`src/rtl/pc_unit_ras_if.sv`:
```
// Controller-to-PC-unit bus: mode/enable/targets in, PC and stack status out.
interface pc_unit_ras_if #(
  parameter int WIDTH = 16,
  parameter int OFF_W = 8,
  parameter int DEPTH = 4
);
  localparam int CNT_W = $clog2(DEPTH) + 1;

  logic             enable;
  logic [2:0]       mode;
  logic [WIDTH-1:0] load_addr;
  logic [OFF_W-1:0] offset;
  logic [WIDTH-1:0] pc_out;
  logic [CNT_W-1:0] ras_count;
  logic             ras_full;
  logic             ras_empty;
  logic             ras_ovf;
  logic             ras_unf;

  // Controller side drives the operation and observes the PC.
  modport master (
    output enable, mode, load_addr, offset,
    input  pc_out, ras_count, ras_full, ras_empty, ras_ovf, ras_unf
  );

  // PC unit side.
  modport slave (
    input  enable, mode, load_addr, offset,
    output pc_out, ras_count, ras_full, ras_empty, ras_ovf, ras_unf
  );
endinterface

```
`src/rtl/pc_unit_ras.sv`:
```
// SAYEH program-counter unit with increment, jump, relative branch, call and
// return. Calls push their return address onto a small circular return-address
// stack; overflow overwrites the oldest entry, underflow falls through.
// All state changes on the falling clock edge.
module pc_unit_ras #(
  parameter int WIDTH     = 16,
  parameter int OFF_W     = 8,
  parameter int DEPTH     = 4,
  parameter int INC_STEP  = 1,
  parameter int RESET_VEC = 0
) (
  input  logic             clk,
  input  logic             rst_n,
  pc_unit_ras_if.slave     bus
);
  localparam int PTR_W = $clog2(DEPTH);
  localparam int CNT_W = PTR_W + 1;

  typedef enum logic [2:0] {
    M_HOLD  = 3'b000,
    M_INC   = 3'b001,
    M_JUMP  = 3'b010,
    M_REL   = 3'b011,
    M_CALL  = 3'b100,
    M_RET   = 3'b101,
    M_SOFT  = 3'b110,
    M_RSVD  = 3'b111
  } mode_e;

  logic [WIDTH-1:0] pc_q;
  logic [WIDTH-1:0] pc_inc;
  logic [WIDTH-1:0] pc_rel;
  logic [WIDTH-1:0] tos;
  logic [PTR_W-1:0] wp_q;
  logic [PTR_W-1:0] wp_dec;
  logic [CNT_W-1:0] cnt_q;
  logic             ovf_q;
  logic             unf_q;
  logic             full;
  logic             empty;
  logic             do_push;
  mode_e            op;
  logic [WIDTH-1:0] mem [DEPTH];

  assign op      = mode_e'(bus.mode);
  assign pc_inc  = pc_q + WIDTH'(INC_STEP);
  // Branch base is the current PC; the offset is sign-extended to full width.
  assign pc_rel  = pc_q + WIDTH'($signed(bus.offset));
  assign wp_dec  = wp_q - PTR_W'(1);
  assign tos     = mem[wp_dec];
  assign full    = (cnt_q == CNT_W'(DEPTH));
  assign empty   = (cnt_q == '0);
  assign do_push = bus.enable && (op == M_CALL);

  // Stack storage: push writes the return address at the write pointer.
  // NOTE: the stack array carries no reset; its contents are meaningless while
  // ras_count is 0, so resetting it would only add reset fan-out.
  always_ff @(negedge clk) begin
    if (do_push && rst_n) mem[wp_q] <= pc_inc;
  end

  // PC, stack pointer, occupancy and sticky flags.
  // NOTE: sequential state uses non-blocking assignments so every register
  // samples pre-edge values, independent of statement order.
  always_ff @(negedge clk or negedge rst_n) begin
    if (!rst_n) begin
      pc_q  <= WIDTH'(RESET_VEC);
      wp_q  <= '0;
      cnt_q <= '0;
      ovf_q <= 1'b0;
      unf_q <= 1'b0;
    end else if (bus.enable) begin
      unique case (op)
        M_INC:  pc_q <= pc_inc;
        M_JUMP: pc_q <= bus.load_addr;
        M_REL:  pc_q <= pc_rel;
        M_CALL: begin
          pc_q <= bus.load_addr;
          wp_q <= wp_q + PTR_W'(1);
          if (full) ovf_q <= 1'b1;
          else      cnt_q <= cnt_q + CNT_W'(1);
        end
        M_RET: begin
          if (empty) begin
            pc_q  <= pc_inc;
            unf_q <= 1'b1;
          end else begin
            pc_q  <= tos;
            wp_q  <= wp_dec;
            cnt_q <= cnt_q - CNT_W'(1);
          end
        end
        M_SOFT: begin
          pc_q  <= WIDTH'(RESET_VEC);
          wp_q  <= '0;
          cnt_q <= '0;
          ovf_q <= 1'b0;
          unf_q <= 1'b0;
        end
        default: ;  // HOLD and reserved
      endcase
    end
  end

  assign bus.pc_out    = pc_q;
  assign bus.ras_count = cnt_q;
  assign bus.ras_full  = full;
  assign bus.ras_empty = empty;
  assign bus.ras_ovf   = ovf_q;
  assign bus.ras_unf   = unf_q;
endmodule

```
`src/flat_wrapper.sv`:
```
// flat-port wrapper written by rule: the top's interface ports become plain ports
module pc_unit_ras_flat 
#(
  parameter int WIDTH     = 16,
  parameter int OFF_W     = 8,
  parameter int DEPTH     = 4,
  parameter int INC_STEP  = 1,
  parameter int RESET_VEC = 0
)
  (clk, rst_n, bus_enable, bus_mode, bus_load_addr, bus_offset, bus_pc_out, bus_ras_count, bus_ras_full, bus_ras_empty, bus_ras_ovf, bus_ras_unf);
  pc_unit_ras_if #(.WIDTH(WIDTH), .OFF_W(OFF_W), .DEPTH(DEPTH)) bus_i ();
  input  logic clk;
  input  logic rst_n;
  input wire logic [$bits(bus_i.enable)-1:0] bus_enable;
  input wire logic [$bits(bus_i.mode)-1:0] bus_mode;
  input wire logic [$bits(bus_i.load_addr)-1:0] bus_load_addr;
  input wire logic [$bits(bus_i.offset)-1:0] bus_offset;
  output wire logic [$bits(bus_i.pc_out)-1:0] bus_pc_out;
  output wire logic [$bits(bus_i.ras_count)-1:0] bus_ras_count;
  output wire logic [$bits(bus_i.ras_full)-1:0] bus_ras_full;
  output wire logic [$bits(bus_i.ras_empty)-1:0] bus_ras_empty;
  output wire logic [$bits(bus_i.ras_ovf)-1:0] bus_ras_ovf;
  output wire logic [$bits(bus_i.ras_unf)-1:0] bus_ras_unf;
  assign bus_i.enable = bus_enable;
  assign bus_i.mode = bus_mode;
  assign bus_i.load_addr = bus_load_addr;
  assign bus_i.offset = bus_offset;
  assign bus_pc_out = bus_i.pc_out;
  assign bus_ras_count = bus_i.ras_count;
  assign bus_ras_full = bus_i.ras_full;
  assign bus_ras_empty = bus_i.ras_empty;
  assign bus_ras_ovf = bus_i.ras_ovf;
  assign bus_ras_unf = bus_i.ras_unf;
  pc_unit_ras #(.WIDTH(WIDTH), .OFF_W(OFF_W), .DEPTH(DEPTH), .INC_STEP(INC_STEP), .RESET_VEC(RESET_VEC)) u_core (.clk(clk), .rst_n(rst_n), .bus(bus_i));
endmodule
```
`config.mk`:
```
export PLATFORM = sky130hd
export DESIGN_NAME = pc_unit_ras_flat
export DESIGN_NICKNAME = d
export VERILOG_FILES = /design/src/rtl/pc_unit_ras_if.sv /design/src/rtl/pc_unit_ras.sv /design/src/flat_wrapper.sv
export SDC_FILE = /design/constraint.sdc
export NUM_CORES = 1
export LEC_CHECK = 0
export CAP_MARGIN = 20
export CORE_ASPECT_RATIO = 0.5
export CORE_MARGIN = 8
export CORE_UTILIZATION = 23
export DETAILED_ROUTE_END_ITERATION = 7
export PLACE_DENSITY_LB_ADDON = 0.2
export SLEW_MARGIN = 20
export SYNTH_ARGS = -nofsm -noshare
export SYNTH_HDL_FRONTEND = slang
export SYNTH_SLANG_ARGS = --single-unit
```
`constraint.sdc`:
```
create_clock -name clk -period 3.05 [get_ports clk]
set_input_delay 0.61 -clock clk [delete_from_list [all_inputs] [get_ports clk]]
set_output_delay 0.61 -clock clk [all_outputs]
set_load 0.02 [all_outputs]
```
## Yosys cells after proc, flatten, opt, wreduce, memory -nomap -nowiden

Memories as Yosys holds them, arrays and structs flattened.
Index checks and enable logic that the tools add are counted.

| word-level totals | value |
|---|---|
| flip-flop bits (word level) | 23 |
| memory bits (writable) | 64 |
| input port bits | 30 |
| output and inout bits | 23 |
| word-level logic and storage cells | 49 |
| memories kept | 1 |

| operators by class | value |
|---|---|
| $add $sub $neg | 6 |
| equality and inequality tests | 11 |
| multiplexer cells | 13 |
| reduce and logical (&&, ||, !) cells | 13 |

Memory list:

| memory | words | width | read ports | clocked after Yosys merged registers in | write ports | line | source |
|---|---|---|---|---|---|---|---|
| u_core.mem | 4 | 16 | 1 | 0 | 1 | pc_unit_ras.sv:43 | `logic [WIDTH-1:0] mem [DEPTH];` |

Operator list:

| kind | count |
|---|---|
| 16-bit case mux with 5 select lines | 1 |
| 16-bit by 1-bit adder with 16-bit output, second input constant | 1 |
| 16-bit adder | 1 |
| 16-bit two-way mux | 1 |
| 3-bit equality test, second input constant | 4 |
| 3-bit case mux with 3 select lines | 1 |
| 3-bit AND reduction | 3 |
| 2-bit inequality test, second input constant | 4 |
| 3-bit by 2-bit equality test with 1-bit output, second input constant | 2 |
| 3-bit two-way mux | 2 |
| 2-bit case mux with 3 select lines | 1 |
| 5-bit nonzero test | 1 |
| 1-bit two-way mux | 4 |
| 1-bit case mux with 2 select lines | 2 |
| 4-bit AND reduction | 1 |
| 2-bit nonzero test | 2 |
| 3-bit by 1-bit adder with 3-bit output, second input constant | 1 |
| 3-bit by 1-bit equality test with 1-bit output, second input constant | 1 |
| 3-bit zero test | 1 |
| 3-bit nonzero test | 1 |
| 3-bit by 1-bit subtractor with 3-bit output, second input constant | 1 |
| 2-bit by 1-bit adder with 2-bit output, second input constant | 1 |
| 1-bit logical AND | 2 |
| 2-bit two-way mux | 1 |
| 3 further kinds | 3 |

## Logic depth before layout (Yosys ltp)

Gate-level depths: netlist of run 1.

| depth | value |
|---|---|
| depth in word-level cells | 5 |
| depth in mapped cells | 11 |
| mapped depth without buffers | 9 |

==> metrics, run 1 <==
Syn Nets 496; arrival time worst endpoint 2190 ps; initial core utilization 23.39%; CTS clk-pin slew, worst paths approximately 60 ps; #FFs+latches synth 87; worst-margin pin slew 626.8 ps; Overall Power 6.487 mW; vias in the first global route 4841; clock skew between 60 and 70 ps; Syn Area/Cell between 10 and 15 um^2; worst hold start u_core.wp_q[1]$_DFFE_NN0P_; IO Port Bufs 52; most common cell after layout, fill and taps aside buf_4; Async SR Flop Fraction 26.44%; Startpoint Class input pin; Power Dens Cells ~760 nW/um^2; largest net degree at the start of global routing 24; # IOs 53; Netlist Area Pre-Place 5049 um^2; latest clock arrival within the worst-skew pair a little over 400 ps; area of the core 21590 um^2; CTS buffer count 9; status complete, but fails checks; Final Hold Fails 0; Max VDD drop 0.0002657 V; Netlist cell types 60; row count 38; Worst Hold Slack 565.3 ps; # DRC 0; Max transition margin between 50% and 60%; first-pass GRT wire length 28.56 mm; Final nets 763; Worst Slack Setup Final -470.2 ps; ys flop type edfxtp_1; area leader, netlist edfxtp_1; share of layout cells above drive strength 1 between 40% and 50%; GPL Wtd Cong 0.8662; remaining antenna violation count 0; CP Launch Point bus_mode[1]; # Max-Cap Violations 0; register area share after synthesis 49.47%; Max Root-Sink Buffers 2; diode count 0; die width 225.5 um; worst-path fanout max 3; CTS tree done; post-synth top area share 38.07%; Global Route Usage Sum 13.55%; cells after synthesis roughly 440; number of H-tree levels 3; DR vias/cell 4.707; R2R Setup Slk 230 ps; failing checks setup timing; final setup fails between 90 and 100; final HPWL from detailed placement 13.08 mm; YS warnings 0; DRT Pass-1 Iters 5; unrepaired setup endpoints after global routing yes; reg2reg start u_core.wp_q[0]$_DFFE_NN0P_; initial drt markers 263; Worst Hold Class reg2reg; initial antenna violation count 0; WP data required 1720 ps; fin. max-slew vios 0; CTS sink count 87; Synth area leaders edfxtp_1, dfrtn_1, ha_1; P&R area growth vs syn 69.86%; critical path class in2reg; gr ovfl total 0; Leak 3.585 nW; CTS root buf clkbuf_16; most frequent cells in the layout buf_4, inv_1, edfxtp_1; CP Capture Type flip-flop; total die area 27240 um^2; via count 4782; Die H 120.8 um; utilization after layout 39.73%; EDFF count, synth 64; drt wl/cell 18.30 um; final wirelength 18.59 mm
[synthesized netlist by cell type (all sizes together) (5+ instances only)]
| cell type | number |
|---|---|
| a221oi | 6 |
| o21ai | 28 |
| and2 | 6 |
| edfxtp | 64 |
| inv | 17 |
| dfrtn | 23 |
| nand2 | 46 |
| nand3 | 17 |
| and4 | 5 |
| xnor2 | 12 |
| mux4 | 16 |
| nor3 | 5 |
| a21oi | 23 |
| clkbuf | 11 |
| a21o | 9 |
| nor2 | 29 |
| xor2 | 8 |
| a31oi | 9 |
| or3 | 5 |
| buf | 8 |
| a221o | 6 |
| ha | 20 |
| nand4 | 8 |
| a211oi | 10 |
[where the power goes]
group          internal (mW)  switching [mW]  total [mW]
Clock                  0.715           0.791        1.51
Sequential              1.50           0.104        1.60
Combinational           1.65            1.73        3.38
Total                   3.86            2.62        6.49
[routing by layer]
metal,vias to the layer above,global-route usage [%],wire length (um)
li1,2272,-,-
met1,2369,18.79,8923
met2,116,21.69,8749
met3,25,2.127,608
met4,0,3.879,310
met5,-,0,0
[flip-flops by register name (all words and copies together) (netlist names)]
signal,cells
u_core.mem,64
u_core.bus.pc_out,16
u_core.bus.ras_count,3
u_core.wp_q,2
u_core.bus.ras_ovf,1
u_core.bus.ras_unf,1
[through the flow]
step | cells | setup WS [ps] | cell area (um^2) | setup TNS [ps]
after floorplan | 444 | -609.1 | 5263 | -31870
after global placement | 887 | -1330 | 6854 | -94050
after detailed placement | 887 | -1315 | 6854 | -94860
after CTS | 1004 | -459.9 | 8280 | -22530
after global routing | 1016 | -534.9 | 8576 | -17170
final | 1016 | -470.2 | 8576 | -13940
[cell families after synthesis]
kind of cell | share of synthesized area (%)
AO/OA/AOI/OAI | 16.01
XOR/XNOR | 3.470
adder cells (fa/ha/maj) | 5.750
buffers and inverters | 3.172
flip-flops | 49.47
multiplexers | 8.302
AND/OR/NAND/NOR | 13.83
[repair_timing]
| action | CTS | global route |
|---|---|---|
| buffers inserted | 33 | 17 |
| pin swaps | 66 | 48 |
| gates cloned | 5 | 2 |
| hold buffers | 0 | 0 |
| gates resized for setup | 291 | 55 |
| setup endpoints to repair | 110 | 108 |
[worst paths after layout]
path / end / depth (start not counted)
setup reg to reg: u_core.bus.pc_out[8]$_DFFE_NN0P_ / 8
setup / recovery: u_core.bus.pc_out[3]$_DFFE_NN0P_ / 9
min in group asynchronous: u_core.bus.ras_count[2]$_DFFE_NN0P_ / 2
hold reg to reg: u_core.wp_q[1]$_DFFE_NN0P_ / 2
max in group asynchronous: u_core.bus.pc_out[9]$_DFFE_NN0P_ / 2
hold / removal: u_core.wp_q[1]$_DFFE_NN0P_ / 2
[layout make-up]
type / instances / area [um^2]
Fill cell: 2137 / 13010
Clock buffer: 9 / 225.2
Tap cell: 300 / 375.4
Clock inverter: 71 / 334.1
Multi-Input combinational cell: 322 / 3019
Inverter: 16 / 70.07
Timing Repair Buffer: 211 / 2054
Sequential cell: 87 / 2497
[critical path, stage by stage]
cell      delay [ps]
buf_8            100
buf_6            120
xnor2_4          190
nor2_4            60
buf_6            130
buf_6            100
a222oi_1         500
o21ai_1          130
a22o_1           240
Power figures use the tool's default switching activity.
==> run 2: changes to the inputs <==
- GPL_TIMING_DRIVEN: unset -> 0
- SLEW_MARGIN: 20 -> unset
==> run 2 against run 1 <==
The run still ends with setup timing left. Non-clock buffer count shrank 84. Critical path depth grew 1. Via count shrank 8.2%. Wire length shrank 7.8%. Combinational power shrank 11%. Register-to-register slack lost 370 ps. Highest routed layer is now met5.
==> metrics, run 2 (synthesized netlist as in run 1, its figures left out) <==
Net Sw Power 2.505 mW (was 2.622 mW); via count 4392 (was 4782); Largest register FFs 64 (unchanged); Switching Share 41.10% (was 40.42%); final HPWL from detailed placement 11.76 mm (was 13.08 mm); worst hold start u_core.bus.ras_ovf$_DFFE_NN0P_ (was u_core.wp_q[1]$_DFFE_NN0P_); P&R area growth vs syn 53.16% (was 69.86%); Post-CTS Hold Buffers 0 (unchanged); FILL cells 2168 (was 2137); WHS Endpoint u_core.bus.ras_ovf$_DFFE_NN0P_ (was u_core.wp_q[1]$_DFFE_NN0P_); worst-margin pin slew 771.4 ps (was 626.8 ps); Global Route Usage Sum 12.47% (was 13.55%); number of H-tree levels 3 (unchanged); cell internal pwr 3.590 mW (was 3.865 mW); row count 38 (unchanged); Startpoint Class input pin (unchanged); Max Root-Sink Buffers 2 (unchanged); GPL Wtd Cong 0.8331 (was 0.8662); r2r worst-path depth 9 (was 8); worst-path fanout max 6 (was 3); Worst Slack Setup Final -429.9 ps (was -470.2 ps); critical path class in2reg (unchanged); Clk network pwr share 24.0% (was 23.2%); CTS buffer count 9 (unchanged); initial antenna violation count 1 (was 0); total die area 27240 um^2 (unchanged); WP data required 1710 ps (was 1720 ps); most common cell after layout, fill and taps aside inv_1 (was buf_4); die width 225.5 um (unchanged); # IOs 53 (unchanged); initial drt markers 213 (was 263); CTS tree done (unchanged); Max VDD drop 0.0002300 V (was 0.0002657 V); Final nets 682 (was 763); Power Dens Cells 788.2 nW/um^2 (was 756.4 nW/um^2); Final Hold Fails 0 (unchanged); status complete, but fails checks (unchanged); share of layout cells above drive strength 1 35.59% (was 44.13%); latest clock arrival within the worst-skew pair 410 ps (about the same); initial core utilization 23.39% (unchanged); IO Port Bufs 49 (was 52); Most flops, register u_core.mem (unchanged); CTS sink count 87 (unchanged); hold path cells 2 (unchanged); Logic pwr share 49.6% (was 52.1%); R2R Setup Slk -140 ps (was 230 ps); final wirelength 17.14 mm (was 18.59 mm); # DRC 0 (unchanged); drt wl/cell 18.33 um (was 18.30 um); fin area 7732 um^2 (was 8576 um^2); DR vias/cell 4.697 (was 4.707); Max transition margin 48.20% (was 57.91%); R2R Path End u_core.bus.pc_out[3]$_DFFE_NN0P_ (was u_core.bus.pc_out[8]$_DFFE_NN0P_); Leak 3.113 nW (was 3.585 nW); Die H 120.8 um (unchanged); diode count 0 (unchanged); CP Capture Type flip-flop (unchanged); largest net degree at the start of global routing 19 (was 24); final setup fails 99 (was 96); DRT Pass-1 Iters 5 (unchanged); first-pass GRT wire length 25.94 mm (was 28.56 mm); CTS clk-pin slew, worst paths 60 ps (about the same); most frequent cells in the layout inv_1, edfxtp_1, buf_4 (was buf_4, inv_1, edfxtp_1); CTS root buf clkbuf_16 (unchanged); fin. max-slew vios 0 (unchanged); dpl cell area 6156 um^2 (was 6854 um^2); # Max-Cap Violations 0 (unchanged); gr ovfl total 0 (unchanged); worst stage delay on the critical path 380 ps (was 500 ps); Flop pwr share 26.5% (was 24.7%); slowest cell on the critical path fa_2 (was a222oi_1); arrival time worst endpoint 2140 ps (was 2190 ps); crit-path cells buf_6, ha_4, inv_2, fa_2, nor2b_4, o31ai_4, a21o_4, a211oi_2, or4_1, nand3_1 (was buf_8, buf_6, xnor2_4, nor2_4, buf_6, buf_6, a222oi_1, o21ai_1, a22o_1); Worst Hold Class reg2reg (unchanged); reg2reg start u_core.wp_q[0]$_DFFE_NN0P_ (unchanged); remaining antenna violation count 0 (unchanged); unrepaired setup endpoints after global routing yes (unchanged); failing checks setup timing (unchanged); Worst Hold Slack 526.4 ps (was 565.3 ps); clock skew 66.90 ps (was 64.45 ps); area of the core 21590 um^2 (unchanged); vias in the first global route 4372 (was 4841)
run 2: metal layers:
metal  part of all wire (%)  wire [um]  vias to the layer above  track usage (%)
met1                     48       8223                     2176            16.74
met4                    1.1        197                        2            3.677
li1                       -          -                     2109                -
met3                    3.7        636                       15            2.345
met5                  0.076         13                        -                0
met2                     47       8070                       90            20.33
run 2: area by class of cell:
class / count / area, um^2 / area share, %
sequential: 87 / 2497 / 32.30
timing repair buffer: 109 / 1041 / 13.46
clock inverter: 71 / 334.1 / 4.320
clock buffer: 9 / 225.2 / 2.913
tap: 300 / 375.4 / 4.854
buffer: 18 / 221.5 / 2.864
multi-input combinational: 325 / 2968 / 38.38
inverter: 16 / 70.07 / 0.9061
run 2: what timing repair did:
action | 4_1_cts | 5_1_grt
resized for setup | 259 | 34
gates cloned | 3 | 1
buffers inserted | 53 | 6
pin swaps | 60 | 22
endpoints found under the setup margin | 110 | 106
hold endpoints to repair | 0 | 0
run 2: power groups by stage:
stage | logic [mW] | clock network [mW] | registers [mW]
final | 3.02 | 1.46 | 1.61
after global routing | 3.24 | 1.62 | 1.63
after CTS | 2.87 | 1.50 | 1.62
after detailed placement | 2.17 | 0.127 | 1.75
after global placement | 2.17 | 0.127 | 1.75
after floorplan | 1.31 | 0.127 | 1.79
run 2: how the worst max path moves through the flow:
stage,startpoint,cells past startpoint,slack (ps),end
2_1_floorplan,bus_offset[0],9,-610,u_core.bus.pc_out[14]$_DFFE_NN0P_
3_3_place_gp,rst_n,3,-1630,u_core.mem[3][12]$_DFFE_NP_
3_5_place_dp,bus_offset[7],8,-1500,u_core.bus.pc_out[15]$_DFFE_NN0P_
4_1_cts,u_core.bus.ras_count[2]$_DFFE_NN0P_,3,-440,bus_ras_empty
5_1_grt,bus_offset[7],8,-470,u_core.bus.pc_out[15]$_DFFE_NN0P_
6_report,bus_offset[0],10,-430,u_core.bus.pc_out[14]$_DFFE_NN0P_
run 2: critical path: cells and delay by family:
family	cells	cell delay, ps
AO/OA/AOI/OAI	3	520
buffers and inverters	2	110
adder cells (fa/ha/maj)	2	530
AND/OR/NAND/NOR	3	360
run 2: through the flow:
stage | power (mW) | setup WS [ps] | instances | setup TNS [ps] | util (%)
after floorplan | 3.226 | -609.1 | 444 | -31870 | -
after global placement | 4.048 | -1630 | 793 | -149200 | 28.39
after CTS | 5.986 | -436.3 | 928 | -10220 | 34.96
final | 6.095 | -429.9 | 935 | -11410 | 35.82
after global routing | 6.488 | -474.4 | 935 | -15110 | 35.82
after detailed placement | 4.045 | -1500 | 794 | -93080 | 28.52
